<file path="config.mk">
export PLATFORM = sky130hd
export DESIGN_NAME = conv_coeff_sched
export DESIGN_NICKNAME = d
export VERILOG_FILES = /design/src/rtl/conv_pkg.sv /design/src/rtl/coeff_bank_ram.sv /design/src/rtl/conv_coeff_sched.sv
export SDC_FILE = /design/constraint.sdc
export NUM_CORES = 2
export LEC_CHECK = 0
export CAP_MARGIN = 20
export CORE_MARGIN = 10
export CORE_UTILIZATION = 34
export DETAILED_ROUTE_END_ITERATION = 12
export PLACE_DENSITY = 0.46
export SLEW_MARGIN = 20
export SYNTH_ARGS = -nofsm -noshare
export SYNTH_HDL_FRONTEND = slang
export SYNTH_SLANG_ARGS = --single-unit
</file>
<file path="constraint.sdc">
create_clock -name clk -period 3.5 [get_ports clk]
set_input_delay 0.35 -clock clk [delete_from_list [all_inputs] [get_ports clk]]
set_output_delay 0.35 -clock clk [all_outputs]
set_load 0.005 [all_outputs]
</file>
<file path="src/rtl/conv_pkg.sv">
// Shared constants, coefficient/bank types and FSM encoding for the coefficient scheduler.
package conv_pkg;
  localparam int NTAPS   = 25;
  localparam int COEFF_W = 16;
  localparam int NBANKS  = 4;
  localparam int TAP_W   = 5;

  typedef logic signed [COEFF_W-1:0]       coeff_t;
  typedef logic [$clog2(NBANKS)-1:0]       bank_t;
  typedef enum logic [1:0] {IDLE = 2'd0, LOAD = 2'd1, HOLD = 2'd2} state_t;
endpackage

</file>
<file path="src/rtl/coeff_bank_ram.sv">
// Kernel storage: one write port, one registered read port, read-first on address collision.
// Word address is {bank, tap}; no reset so it maps onto block or distributed RAM.
module coeff_bank_ram #(
  parameter int NBANKS  = 4,
  parameter int COEFF_W = 16
) (
  input  logic                        clk,
  input  logic                        wr_en,
  input  logic [$clog2(NBANKS)+4:0]   wr_addr,
  input  logic [COEFF_W-1:0]          wr_data,
  input  logic                        rd_en,
  input  logic [$clog2(NBANKS)+4:0]   rd_addr,
  output logic [COEFF_W-1:0]          rd_data
);
  logic [COEFF_W-1:0] mem [NBANKS*32];

  always_ff @(posedge clk) begin
    if (wr_en) mem[wr_addr] <= wr_data;
    if (rd_en) rd_data <= mem[rd_addr];
  end
endmodule

</file>
<file path="src/rtl/conv_coeff_sched.sv">
// Streams the selected kernel one tap per clock on each vsync, aligned with 2-clk delayed timing.
// Optional kernel checksum is built only when COEFF_SUM_EN is defined.
module conv_coeff_sched #(
  parameter int NBANKS  = conv_pkg::NBANKS,
  parameter int NTAPS   = conv_pkg::NTAPS,
  parameter int COEFF_W = conv_pkg::COEFF_W
) (
  input  logic                        clk,
  input  logic                        rst,
  input  logic                        cfg_we,
  input  logic [$clog2(NBANKS)-1:0]   cfg_bank,
  input  logic [4:0]                  cfg_addr,
  input  logic [COEFF_W-1:0]          cfg_data,
  input  logic                        sel_we,
  input  logic [$clog2(NBANKS)-1:0]   sel_bank,
  input  logic                        err_clr,
  input  logic                        vs_i,
  input  logic                        hs_i,
  input  logic                        dv_i,
  output logic                        vs_o,
  output logic                        hs_o,
  output logic                        dv_o,
  output logic [COEFF_W-1:0]          coeff_o,
  output logic [$clog2(NBANKS)-1:0]   active_bank_o,
  output logic                        busy_o,
  output logic                        short_err_o,
  output logic [COEFF_W+4:0]          sum_o,
  output logic                        sum_vld_o
);
  import conv_pkg::*;

  localparam int BW = $clog2(NBANKS);
  localparam logic [4:0] LAST_TAP = 5'(NTAPS - 1);

  state_t             state, state_nxt;
  logic [4:0]         tap_cnt, tap_nxt, rd_tap;
  logic [BW-1:0]      pend_bank, rd_bank;
  logic               vs_d1, hs_d1, dv_d1;
  logic               vs_rise, rd_en, rd_vld, short_set;
  logic [COEFF_W-1:0] rd_data;

  assign vs_rise = vs_i & ~vs_d1;
  assign busy_o  = (state == LOAD);

  // Tap 0 is read on the rise edge itself so the 2-clk data path matches the 2-stage timing delay.
  always_comb begin
    state_nxt = state;
    tap_nxt   = tap_cnt;
    rd_en     = 1'b0;
    rd_tap    = tap_cnt;
    rd_bank   = active_bank_o;
    short_set = 1'b0;
    case (state)
      IDLE: begin
        if (vs_rise) begin
          state_nxt = LOAD;
          tap_nxt   = '0;
          rd_en     = 1'b1;
          rd_tap    = '0;
          rd_bank   = pend_bank;
        end
      end
      LOAD: begin
        if (tap_cnt == LAST_TAP) begin
          state_nxt = HOLD;
        end else if (!vs_i) begin
          state_nxt = IDLE;
          short_set = 1'b1;
        end else begin
          tap_nxt = tap_cnt + 5'd1;
          rd_en   = 1'b1;
          rd_tap  = tap_cnt + 5'd1;
        end
      end
      HOLD: begin
        if (!vs_i) state_nxt = IDLE;
      end
      default: state_nxt = IDLE;
    endcase
  end

  always_ff @(posedge clk or negedge rst) begin
    if (!rst) begin
      state         <= IDLE;
      tap_cnt       <= '0;
      pend_bank     <= '0;
      active_bank_o <= '0;
      {vs_d1, hs_d1, dv_d1} <= '0;
      {vs_o, hs_o, dv_o}    <= '0;
      rd_vld        <= 1'b0;
      coeff_o       <= '0;
      short_err_o   <= 1'b0;
    end else begin
      state   <= state_nxt;
      tap_cnt <= tap_nxt;
      if (sel_we) pend_bank <= sel_bank;
      if (state == IDLE && vs_rise) active_bank_o <= pend_bank;
      {vs_d1, hs_d1, dv_d1} <= {vs_i, hs_i, dv_i};
      {vs_o, hs_o, dv_o}    <= {vs_d1, hs_d1, dv_d1};
      rd_vld <= rd_en;
      // coeff_o only follows fresh reads, so it holds the last tap between frames
      if (rd_vld) coeff_o <= rd_data;
      if (short_set)    short_err_o <= 1'b1;
      else if (err_clr) short_err_o <= 1'b0;
    end
  end

  coeff_bank_ram #(.NBANKS(NBANKS), .COEFF_W(COEFF_W)) u_ram (
    .clk     (clk),
    .wr_en   (cfg_we && (int'(cfg_addr) < NTAPS)),
    .wr_addr ({cfg_bank, cfg_addr}),
    .wr_data (cfg_data),
    .rd_en   (rd_en),
    .rd_addr ({rd_bank, rd_tap}),
    .rd_data (rd_data)
  );

`ifdef COEFF_SUM_EN
  logic signed [COEFF_W+4:0] acc;
  logic [4:0]                q_tap;
  logic                      sum_pend;

  // Accumulate alongside coeff_o; sum_o is published one cycle after the last tap is shown.
  always_ff @(posedge clk or negedge rst) begin
    if (!rst) begin
      acc       <= '0;
      q_tap     <= '0;
      sum_pend  <= 1'b0;
      sum_o     <= '0;
      sum_vld_o <= 1'b0;
    end else begin
      if (rd_en) q_tap <= rd_tap;
      if (rd_vld) acc <= ((q_tap == 5'd0) ? '0 : acc) + $signed({{5{rd_data[COEFF_W-1]}}, rd_data});
      sum_pend  <= rd_vld && (q_tap == LAST_TAP);
      sum_vld_o <= sum_pend;
      if (sum_pend) sum_o <= acc;
    end
  end
`else
  assign sum_o     = '0;
  assign sum_vld_o = 1'b0;
`endif
endmodule

</file>
==> flow_metrics.tcl <==
set metrics [dict create \
    total_power_mw 67.5 \
    fin_skew_ns 0.0354 \
    critical_path.most_common_cell "buf_4" \
    initial_utilization 0.342 \
    crit_chain "buf_4 -> nor4b_4 -> a211oi_2 -> nor2_4 -> buf_4 -> buf_6 -> buf_16 -> buf_6 -> mux2i_2 -> a32oi_2 -> nand4_1 -> nand4_1 -> buf_4 -> a311o_1" \
    fin_ws_ns -0.366 \
    fillers 22344 \
    cts.path.max_buffers 3 \
    hold_class "in -> reg" \
    swShare 0.304 \
    end_kind "flop" \
    place.gp.congestion 0.820 \
    coreArea_mm2 0.243 \
    final_nets 7259 \
    ys_types 71 \
    p_int_mw 47.0 \
    cts_tree "done" \
    via_per_inst 5.22 \
    ios 78 \
    rsz0062_at_grt "true" \
    fin_setup_tns_ns -3.26 \
    holdPathEnd "u_ram.mem[32][8]$_DFFE_PP_" \
    violations "setup timing" \
    slew_viol_final 0 \
    drt_iter0_markers 5825 \
    fmax_mhz 259 \
    finalCritPeriodShare 1.10 \
    p_switching_mw 20.5 \
    finalSetupViolCount 16 \
    synth_fa_ha_area_frac 0.000301 \
    hpwl_mm 175 \
    via_count 55372 \
    critPathMaxFanout 28 \
    grt_pass1_vias 53491 \
    clk_latency_ns 0.88 \
    instances_no_fill 10612 \
    grt_pass1_wl_mm 396 \
    ys_ff_latch 2099 \
    finalCriticalPeriod_ns 3.87 \
    area_delta_synth_final_pct 26.8 \
    root_buffer "clkbuf_16" \
    routedWlPerCell_um 26.7 \
    status "finished, violations left" \
    htree_levels 4 \
    hold_depth 1 \
    r2r-end "u_ram.rd_data[3]$_DFFE_PP_" \
    layout-drive-gt1-share 0.205 \
    cp_slowest_cell "dfrtp_1" \
    grt_max_degree 129 \
    std_cell_rows 181 \
    yosysSeqAreaShare 0.756 \
    tightest_slew_ns 0.924 \
    gr-usage-all-layers 0.204 \
    postSynthCellCount 5964 \
    synthFlopType "edfxtp_1" \
    die_area_mm2 0.265 \
    dp_cells 10097 \
    peakVddDrop_mv 0.510 \
    critical_path.max_stage_delay_ns 0.41 \
    yosysWarnings 0 \
    comb_power_share 0.249 \
    syn_area_mm2 0.0831 \
    wirelength_mm 284 \
    synthArstFlopShare 0.0167 \
    final_cell_area_mm2 0.105 \
    hold_violations 0 \
    dp_slack_ns -1.51 \
    synth_top_family_by_area "simple AND/OR/NAND/NOR gates" \
    path_clk_slew_ns 0.07 \
    synth-xor-area-share 0 \
    crit_path_start_kind "flop" \
    synth-simple-area-share 0.130 \
    power.leakage_nw 37.9 \
    drv_cap 0 \
    yosys-mux-area-fraction 0.0120 \
    min_from "cfg_data[8]" \
    r2r_cells 14 \
    dieWidth_um 514 \
    drc_errors 0 \
    detail-route-antenna-nets 0 \
    synth-edff-count 2064 \
    placed_area_mm2 0.0957 \
    synth_compound_area_frac 0.0749 \
    path_class "reg -> reg" \
    overflow 0 \
    power.density_mw_per_mm2 640 \
    r2r_slack_ns -0.37 \
    antenna_found_initial 14 \
    die_y_um 514 \
    worstPathRequired_ns 4.12 \
    arrival_ns 4.49 \
    drtPass1Iterations 6 \
    relSlewSlack 0.384 \
    seqPwrFrac 0.425 \
    io_buffer_count 55 \
    cts_buffers 220 \
    clkPwrFrac 0.326 \
    postSynthAreaPerCell_um2 13.9 \
    clock_sinks 2099 \
    r2r_start "state[0]$_DFFE_PN0P_" \
]
## routing by layer
metal	vias up	GRT usage	wire length [um]
met4	0	0.0459	6980
met5	-	0	0
li1	24717	-	-
met2	1928	0.328	131000
met1	28401	0.293	126000
met3	326	0.0303	19800
## cell usage in the layout (no fill, tap or decap), drive strengths merged, types with 50 or more instances in the layout
master and count:
a21oi 131, conb 470, a31oi 175, clkinv 118, buf 933, nand4 57, nand2 1518, a32oi 61
a211oi 187, nand3 430, clkbuf 271, nor2 151, o21ai 50, mux2i 79, a311oi 139, and3 254
edfxtp 2064
## synthesized netlist by cell type, types with 15 or more instances
cell type / n / area, um2
nand4_1: 57 / 357
clkbuf_1: 116 / 435
a211oi_1: 179 / 1340
a21oi_1: 131 / 656
a221oi_1: 45 / 394
buf_4: 52 / 390
buf_1: 23 / 86.3
a311oi_1: 139 / 1220
dfrtp_1: 35 / 876
a32oi_1: 61 / 534
o21ai_0: 41 / 205
mux2_2: 18 / 203
a22oi_1: 15 / 113
nor2_1: 142 / 533
a31oi_1: 175 / 1090
nand3_1: 430 / 2150
edfxtp_1: 2064 / 62000
nand2_1: 1518 / 5700
mux2i_1: 79 / 791
buf_2: 225 / 1130
and3_1: 254 / 1590
## kinds of logic after synthesis
| family | after synthesis |
|---|---|
| simple gates | 2461 |
| fa+ha+maj | 2 |
| other cells | 1 |
| compound gates | 862 |
| flops | 2099 |
| buf+inv | 442 |
| mux | 97 |
## area by class of cell
cell class	count	area, um2	share of cell area
Tap cell	3202	4010	0.0380
Multi-Input combinational cell	3892	21100	0.201
Clock inverter	139	972	0.00922
Antenna cell	7	17.5	0.000166
Inverter	12	88.8	0.000843
Timing Repair inverter	4	51.3	0.000487
Sequential cell	2099	62900	0.596
Timing Repair Buffer	995	10600	0.101
Clock buffer	262	5660	0.0537
## repair_timing
action	in CTS	in global routing
gates cloned	9	13
setup buffers	33	45
gates resized for setup	173	176
pin swaps	57	79
endpoints found under the hold margin	173	0
setup endpoints to repair	16	16
hold buffers	10	0
## power groups by stage
stage                     Sequential [mW]  Clock, mW  Combinational [mW]
after CTS                            28.6       22.4                15.7
after global placement               29.2          0                14.6
after global routing                 28.7       23.4                17.9
final                                28.7       22.0                16.8
after detailed placement             29.2          0                14.6
after floorplan                      29.0          0                6.98
## worst max-delay path: cells and delay by family (launching register included)
kind            cells  cell delay, ns
buf+inv             6            1.15
flops               1            0.41
compound gates      3            0.56
simple gates        4            1.20
mux                 1            0.23
## state kept, by name (all words and copies together), names as in the netlist, 2 cells and up
signal         count
tap_cnt            5
u_ram.rd_data     16
active_bank_o      2
state              2
coeff_o           16
pend_bank          2
u_ram.mem       2048
## worst max path at each step
| stage | start | to | slack, ns | cells past startpoint |
|---|---|---|---|---|
| 2_1_floorplan | tap_cnt[0]$_DFF_PN0_ | u_ram.rd_data[1]$_DFFE_PP_ | 0.60 | 14 |
| 3_3_place_gp | vs_i | u_ram.rd_data[9]$_DFFE_PP_ | -1.43 | 16 |
| 3_5_place_dp | vs_i | u_ram.rd_data[9]$_DFFE_PP_ | -1.51 | 16 |
| 4_1_cts | tap_cnt[1]$_DFF_PN0_ | u_ram.rd_data[11]$_DFFE_PP_ | -0.30 | 16 |
| 5_1_grt | state[0]$_DFFE_PN0P_ | u_ram.rd_data[7]$_DFFE_PP_ | -0.47 | 17 |
| 6_report | state[0]$_DFFE_PN0P_ | u_ram.rd_data[3]$_DFFE_PP_ | -0.37 | 14 |
## per-stage QoR
stage / utilization / hold slack (ns)
3_3_place_gp: 0.393 / 0.333
4_1_cts: 0.427 / 0.0107
2_1_floorplan: - / 0.0544
5_1_grt: 0.433 / 0.0464
6_report: 0.433 / 0.0490
3_5_place_dp: 0.394 / 0.335
No activity file was read; power rests on OpenSTA's default activity.
